File: config.mk
export PLATFORM = sky130hd
export DESIGN_NAME = aexm_dmem_ctl_flat
export DESIGN_NICKNAME = d
export VERILOG_FILES = /design/src/rtl/aexm_dmem_ctl_if.sv /design/src/rtl/aexm_dmem_ctl.sv /design/src/flat_wrapper.sv
export SDC_FILE = /design/constraint.sdc
export NUM_CORES = 1
export LEC_CHECK = 0
export CORE_MARGIN = 10
export CORE_UTILIZATION = 39
export DETAILED_ROUTE_END_ITERATION = 12
export PLACE_DENSITY = 0.85
export SKIP_CTS_REPAIR_TIMING = 1
export SLEW_MARGIN = 20
export SYNTH_ARGS = -nofsm -noshare
export SYNTH_HDL_FRONTEND = slang
export SYNTH_SLANG_ARGS = --single-unit
File: constraint.sdc
create_clock -name gclk -period 1.7 [get_ports gclk]
set_clock_uncertainty 0.2 [all_clocks]
set_input_delay 0.34 -clock gclk [delete_from_list [all_inputs] [get_ports gclk]]
set_output_delay 0.34 -clock gclk [all_outputs]
set_load 0.02 [all_outputs]
File: src/rtl/aexm_dmem_ctl_if.sv
// Cache-side request/ack bus of the AEXM data-memory controller.
// The controller drives the master side; the data cache sits on the slave side.
interface aexm_dmem_ctl_if;
  logic        dc_req;
  logic        dc_we;
  logic [29:0] dc_addr;
  logic [3:0]  dc_sel;
  logic [31:0] dc_wdata;
  logic        dc_ack;
  logic [31:0] dc_rdata;

  modport master (
    output dc_req, dc_we, dc_addr, dc_sel, dc_wdata,
    input  dc_ack, dc_rdata
  );

  modport slave (
    input  dc_req, dc_we, dc_addr, dc_sel, dc_wdata,
    output dc_ack, dc_rdata
  );
endinterface

File: src/rtl/aexm_dmem_ctl.sv
// AEXM data-memory access controller: lane decode, cache req/ack handshake, pipeline stall.
// Define AEXM_DMEM_TIMEOUT_EN to abort an unacknowledged access after 2^TIMEOUT_W-1 wait cycles.
module aexm_dmem_ctl #(
  parameter int TIMEOUT_W = 8
) (
  input  logic                  gclk,
  input  logic                  grst,
  input  logic                  mem_valid,
  input  logic                  mem_we,
  input  logic [1:0]            mem_size,
  input  logic [31:0]           mem_addr,
  input  logic [31:0]           mem_wdata,
  input  logic                  x_en,
  aexm_dmem_ctl_if.master       dc,
  output logic [31:0]           aexm_dcache_datai,
  output logic [3:0]            rDWBSEL,
  output logic                  dmem_stall,
  output logic                  dmem_err
);

  if (TIMEOUT_W < 1) begin : gBadW
    $error("TIMEOUT_W must be at least 1");
  end

  typedef enum logic [1:0] {IDLE, BUSY, ERR} state_t;
  state_t state;

  logic [3:0] laneSel;
  logic       misAlign;
  logic       accept;

  // Big-endian lanes: byte 0 of a word lives in bits [31:24] (sel bit 3).
  always_comb begin
    laneSel  = 4'h0;
    misAlign = 1'b1;
    case (mem_size)
      2'd0: begin
        misAlign = 1'b0;
        case (mem_addr[1:0])
          2'd0:    laneSel = 4'h8;
          2'd1:    laneSel = 4'h4;
          2'd2:    laneSel = 4'h2;
          default: laneSel = 4'h1;
        endcase
      end
      2'd1: begin
        misAlign = mem_addr[0];
        laneSel  = mem_addr[1] ? 4'h3 : 4'hC;
      end
      2'd2: begin
        misAlign = |mem_addr[1:0];
        laneSel  = 4'hF;
      end
      default: begin
        misAlign = 1'b1;
        laneSel  = 4'h0;
      end
    endcase
  end

  assign accept     = (state == IDLE) && mem_valid && x_en && !misAlign;
  assign dmem_stall = accept || ((state == BUSY) && !dc.dc_ack);

`ifdef AEXM_DMEM_TIMEOUT_EN
  // The counter holds completed wait cycles; the final one is the cycle it equals 2^W-2 without ack.
  localparam logic [TIMEOUT_W-1:0] WaitLast = {{(TIMEOUT_W-1){1'b1}}, 1'b0};
  logic [TIMEOUT_W-1:0] waitCnt;
`endif

  always_ff @(posedge gclk) begin
    if (!grst) begin
      state             <= IDLE;
      dc.dc_req         <= 1'b0;
      dc.dc_we          <= 1'b0;
      dc.dc_addr        <= '0;
      dc.dc_sel         <= '0;
      dc.dc_wdata       <= '0;
      aexm_dcache_datai <= '0;
      rDWBSEL           <= 4'hF;
      dmem_err          <= 1'b0;
`ifdef AEXM_DMEM_TIMEOUT_EN
      waitCnt           <= '0;
`endif
    end else begin
      dmem_err <= 1'b0;
      case (state)
        IDLE: begin
          if (mem_valid && x_en) begin
            if (misAlign) begin
              state    <= ERR;
              dmem_err <= 1'b1;
            end else begin
              dc.dc_addr  <= mem_addr[31:2];
              dc.dc_sel   <= laneSel;
              dc.dc_we    <= mem_we;
              dc.dc_wdata <= mem_wdata;
              dc.dc_req   <= 1'b1;
              state       <= BUSY;
`ifdef AEXM_DMEM_TIMEOUT_EN
              waitCnt     <= '0;
`endif
            end
          end
        end
        BUSY: begin
          if (dc.dc_ack) begin
            dc.dc_req <= 1'b0;
            dc.dc_we  <= 1'b0;
            rDWBSEL   <= dc.dc_sel;
            if (!dc.dc_we) aexm_dcache_datai <= dc.dc_rdata;
            state     <= IDLE;
          end
`ifdef AEXM_DMEM_TIMEOUT_EN
          else if (waitCnt == WaitLast) begin
            dc.dc_req <= 1'b0;
            dc.dc_we  <= 1'b0;
            dmem_err  <= 1'b1;
            state     <= ERR;
          end else begin
            waitCnt <= waitCnt + 1'b1;
          end
`endif
        end
        ERR:     state <= IDLE;
        default: state <= IDLE;
      endcase
    end
  end

endmodule

File: src/flat_wrapper.sv
// flat-port wrapper written by rule: the top's interface ports become plain ports
module aexm_dmem_ctl_flat 
#(
  parameter int TIMEOUT_W = 8
)
  (gclk, grst, mem_valid, mem_we, mem_size, mem_addr, mem_wdata, x_en, aexm_dcache_datai, rDWBSEL, dmem_stall, dmem_err, dc_dc_req, dc_dc_we, dc_dc_addr, dc_dc_sel, dc_dc_wdata, dc_dc_ack, dc_dc_rdata);
  aexm_dmem_ctl_if dc_i ();
  input  logic gclk;
  input  logic grst;
  input  logic mem_valid;
  input  logic mem_we;
  input  logic [1:0] mem_size;
  input  logic [31:0] mem_addr;
  input  logic [31:0] mem_wdata;
  input  logic x_en;
  output logic [31:0] aexm_dcache_datai;
  output logic [3:0] rDWBSEL;
  output logic dmem_stall;
  output logic dmem_err;
  output wire logic [$bits(dc_i.dc_req)-1:0] dc_dc_req;
  output wire logic [$bits(dc_i.dc_we)-1:0] dc_dc_we;
  output wire logic [$bits(dc_i.dc_addr)-1:0] dc_dc_addr;
  output wire logic [$bits(dc_i.dc_sel)-1:0] dc_dc_sel;
  output wire logic [$bits(dc_i.dc_wdata)-1:0] dc_dc_wdata;
  input wire logic [$bits(dc_i.dc_ack)-1:0] dc_dc_ack;
  input wire logic [$bits(dc_i.dc_rdata)-1:0] dc_dc_rdata;
  assign dc_dc_req = dc_i.dc_req;
  assign dc_dc_we = dc_i.dc_we;
  assign dc_dc_addr = dc_i.dc_addr;
  assign dc_dc_sel = dc_i.dc_sel;
  assign dc_dc_wdata = dc_i.dc_wdata;
  assign dc_i.dc_ack = dc_dc_ack;
  assign dc_i.dc_rdata = dc_dc_rdata;
  aexm_dmem_ctl #(.TIMEOUT_W(TIMEOUT_W)) u_core (.gclk(gclk), .grst(grst), .mem_valid(mem_valid), .mem_we(mem_we), .mem_size(mem_size), .mem_addr(mem_addr), .mem_wdata(mem_wdata), .x_en(x_en), .dc(dc_i), .aexm_dcache_datai(aexm_dcache_datai), .rDWBSEL(rDWBSEL), .dmem_stall(dmem_stall), .dmem_err(dmem_err));
endmodule
---- Word level (Yosys, flattened, before mapping) ----
Cells that the tools add are included.
word-level totals
  register bits after elaboration ......... 107
  latch bits .............................. 0
  bits in writable memories ............... 0
  ROM bits ................................ 0
  bits of input ports ..................... 104
  output and inout port bits .............. 106
  logic and storage cells ................. 54
  memories kept ........................... 0
cells by class
  add/sub/neg operators ................... 0
  $mul .................................... 0
  div/mod/pow operators ................... 0
  magnitude comparators ................... 0
  equality and inequality tests ........... 8
  shift-type cells ........................ 0
  mux-type cells .......................... 16
  bitwise gates (word level) .............. 2
  reduce and logical (&&, ||, !) cells .... 19
operators with widths
  cell                                                                   count
  4-bit case mux with 3 select lines                                     2
  3-bit AND reduction                                                    3
  2-bit by 1-bit equality test with 1-bit output, second input constant  3
  2-bit logical NOT                                                      3
  1-bit 2-to-1 mux                                                       6
  2-bit 2-to-1 mux                                                       3
  2-bit != test, second input constant                                   3
  1-bit logical AND                                                      5
  2-bit equality test, second input constant                             2
  4-bit 2-to-1 mux                                                       1
  1-bit case mux with 2 select lines                                     2
  2-bit case mux with 2 select lines                                     1
  2-bit AND reduction                                                    2
  4-bit AND reduction                                                    1
  1-bit case mux with 3 select lines                                     1
  1-bit logical NOT                                                      2
  1-bit NOT                                                              2
  2-bit nonzero test                                                     1
  2-bit OR reduction                                                     1
  1-bit logical OR                                                       1

---- Depth between registers and ports, before layout ----
  depth in word-level cells ............... 5
  gate-level depth with buffers ........... 6
  depth with buffers taken out ............ 4

---- Worst setup path before layout ----
No wires, ideal clock.
  path kind ............................... flip-flop to output port
  from .................................... register u_core.state[0]
  to ...................................... output dmem_stall
  arrival ................................. 1.124 ns
  required time ........................... 1.160 ns
  path slack .............................. 0.036 ns
  stages on the path, launching flop included .. 5
  buffers on the path ..................... 1
  cell sequence ........................... dfxtp_1 and4bb_2 o21ai_4 buf_6 o21ai_1
between the ends
  word-level cells in the longest chain between the ends .. 5
  elaborated cells on any way between the ends .. 7
  those cells by class .................... eq/ne: 1; reduce/logical: 6
RTL lines
  what                            RTL line             source
  from (decl)                     aexm_dmem_ctl.sv:26  state_t state;
  from (signal assigned)          aexm_dmem_ctl.sv:72  state <= IDLE;
  from (signal assigned)          aexm_dmem_ctl.sv:90  state <= ERR;
  from (signal assigned)          aexm_dmem_ctl.sv:98  state <= BUSY;
  2-bit logical NOT               aexm_dmem_ctl.sv:61  assign accept = (state == IDLE) && mem_valid && x_en && !misAlign;
  1-bit logical AND (3 in a row)  aexm_dmem_ctl.sv:61
  1-bit logical OR *              aexm_dmem_ctl.sv:62  assign dmem_stall = accept || ((state == BUSY) && !dc.dc_ack);
  to (decl)                       flat_wrapper.sv:18   output logic dmem_stall;
Every way passes the cells marked *; elsewhere a longest branch is shown, timed or not.

---- Worst setup path in the final report ----
  from .................................... input x_en
  to ...................................... output dmem_stall
between the ends
  word-level cells in the longest chain between the ends .. 3
RTL lines
  what                            RTL line             source
  from (decl)                     flat_wrapper.sv:15   input logic x_en;
  1-bit logical AND (2 in a row)  aexm_dmem_ctl.sv:61
  1-bit logical OR                aexm_dmem_ctl.sv:62
Every way passes these cells.

==> impl_metrics.ini <==
[drt]
remaining_drc_errors = 0
drt-total-wl_um = 16600
drt_pass1_iterations = 5
drtIter0Drc = 222
wl_per_cell_um = 20.0
via_count = 4296
ant_nets = 0
post_drt_via_cell_ratio = 5.17

[layout]
insertedDiodeCount = 0
fin_util_pct = 76.3
drive_gt1_share_pct = 20.5
final_cell_area_mm2 = 0.00750
fill_cells = 636
fin_nets = 798
syn2layout_area_growth_pct = 89.1
final_cell_mix = nand2_1 (133), dlymetal6s2s_1 (110), dfxtp_1 (106), clkdlybuf4s50_1 (97), nand3_2 (62)
layout_commonest_cell = nand2_1

[placement]
gp_congestion = 0.806
post-dp-hpwl_um = 10100
placed_area_mm2 = 0.00619
port_buffers = 209

[global_routing]
grt_pass1_wl_um = 19700
grt_use_total_pct = 16.7
grt_pass1_vias = 3750
antenna_found_initial = 0
grt_overflow = 0
grt_max_degree = 53

[floorplanning]
dieHeight_um = 121
ios = 210
coreArea_mm2 = 0.00982
die_w_um = 121
rows = 36
start_util_pct = 40.4
die_area_mm2 = 0.0146

[pwr]
p_per_area_mw_per_mm2 = 660
p_leak_nw = 4.48
peakVddDrop_v = 0.000443

[clocking]
clk_root_buffer_cell = clkbuf_8
htree_levels = 3
cts_tree = built
clock-sinks = 107
clk_latency_ns = 0.35
clkSlewWorstSetupHoldPaths_ns = 0.08
cts_buffers = 9
clk_path_buf_depth = 2

[yosys]
ys_seq_area_share_pct = 54.0
ys_types = 26
synthesis.area_mm2 = 0.00396
yosysWarnings = 0
synth_nets = 578
ys_ff_latch = 107
synthCells = 474
avgSynthCellArea_um2 = 8.36

[worst_hold_path]
min_path_type = reg -> reg

[job]
max_cap_viol_count = 0

[timing]
relSlewSlack_pct = 68.9
fin_tns_setup_ns = -6.64
fin_crit_sh_pct = 115
rsz0062_at_grt = yes
worst_pin_slew_ns = 0.466
finalWorstSetupSlack_ns = -0.250
slew_violations = 0
setup_violations = 66
fin_crit_ns = 1.95
fmaxAchievable_mhz = 513
hold_viol_final = 0

[critical_path]
path_max_fanout = 3
arrival_ns = 1.41
worstSetupStartpointType = input port
crit_type = in -> out
slowest_delay_ns = 0.45
critPathSlowestCell = clkdlybuf4s50_1
end_kind = primary output
crit_chain = clkdlybuf4s50_1, and4bb_2, o21ai_4, o21ai_2, buf_6
worstPathRequired_ns = 1.16

[status]
violations = setup timing
status = complete, but fails checks
-- logic make-up after synthesis --
family / Yosys count / share of synthesized area (%)
AO/OA/AOI/OAI: 110 / 16.5
flip-flops: 107 / 54.0
multiplexers: 4 / 1.01
AND/OR/NAND/NOR: 212 / 23.3
buffers and inverters: 41 / 5.15
-- report_power, final --
group	internal, mW	switching, mW
combinational	0.514	0.442
sequential	2.58	0.0492
clock	0.561	0.799
total	3.66	1.29
-- registers in the layout, indices dropped and copies added (netlist names), 2 cells and up --
| signal | count |
|---|---|
| u_core.dc.dc_addr | 30 |
| u_core.state | 2 |
| u_core.dc.dc_sel | 4 |
| u_core.rDWBSEL | 4 |
| u_core.dc.dc_wdata | 32 |
| u_core.aexm_dcache_datai | 32 |
-- critical path, delay by kind of cell --
kind,cells,cell delay [ns]
AO/OA/AOI/OAI,2,0.18
buffers and inverters,2,0.60
AND/OR/NAND/NOR,1,0.30
-- per-stage QoR --
step	cells	power, mW	setup slack, ns	hold WS (ns)
global route	831	5.15	-0.282	0.277
floorplan	474	2.98	0.0355	0.273
detailed placement	794	3.44	-0.837	0.245
global placement	794	3.42	-0.842	0.240
CTS	809	4.79	-0.840	0.231
finish	831	4.95	-0.250	0.256
-- final timing paths --
| path | cells after the start | from | endpoint | slack (ns) |
|---|---|---|---|---|
| worst max-delay path | 5 | x_en | dmem_stall | -0.25 |
| worst min-delay path | 2 | u_core.aexm_dcache_datai[3] | u_core.aexm_dcache_datai[3] | 0.26 |
| worst max register to register | 8 | u_core.state[1] | u_core.dc.dc_addr[14] | -0.11 |
| worst min register to register | 2 | u_core.aexm_dcache_datai[3] | u_core.aexm_dcache_datai[3] | 0.26 |
-- cells in the mapped netlist, drive strengths merged --
library cell / instances / share of area [%]
nor3: 3 / 0.51
buf: 21 / 3.3
dfxtp: 107 / 54
mux2i: 4 / 1.0
a21oi: 2 / 0.35
nand2b: 1 / 0.16
nand2: 133 / 13
nand4: 1 / 0.16
a21boi: 35 / 6.6
nand3: 66 / 8.3
nand3b: 1 / 0.51
clkbuf: 19 / 1.8
nor2: 3 / 0.28
inv: 1 / 0.095
and2: 1 / 0.16
and4bb: 1 / 0.32
nor2b: 1 / 0.16
o21ai: 73 / 9.5
or2: 1 / 0.16
-- layout make-up --
class,instances,area [um^2],area share (%)
multi-input cells,326,2020,26.9
repair buffers,249,3010,40.1
well taps,133,166,2.22
inverters,1,3.75,0.0501
flip-flops and latches,107,2140,28.6
clock inverters,3,15.0,0.200
clock buffers,12,145,1.94
-- per-layer routing --
| metal | vias to the layer above | track usage [%] | part of all wire, % |
|---|---|---|---|
| met3 | 33 | 7.31 | 9.0 |
| met1 | 2040 | 17.9 | 37 |
| met4 | 0 | 4.30 | 2.7 |
| met5 | - | 0 | 0 |
| li1 | 2027 | - | - |
| met2 | 196 | 29.4 | 51 |
(Power assumes the default switching activity.)
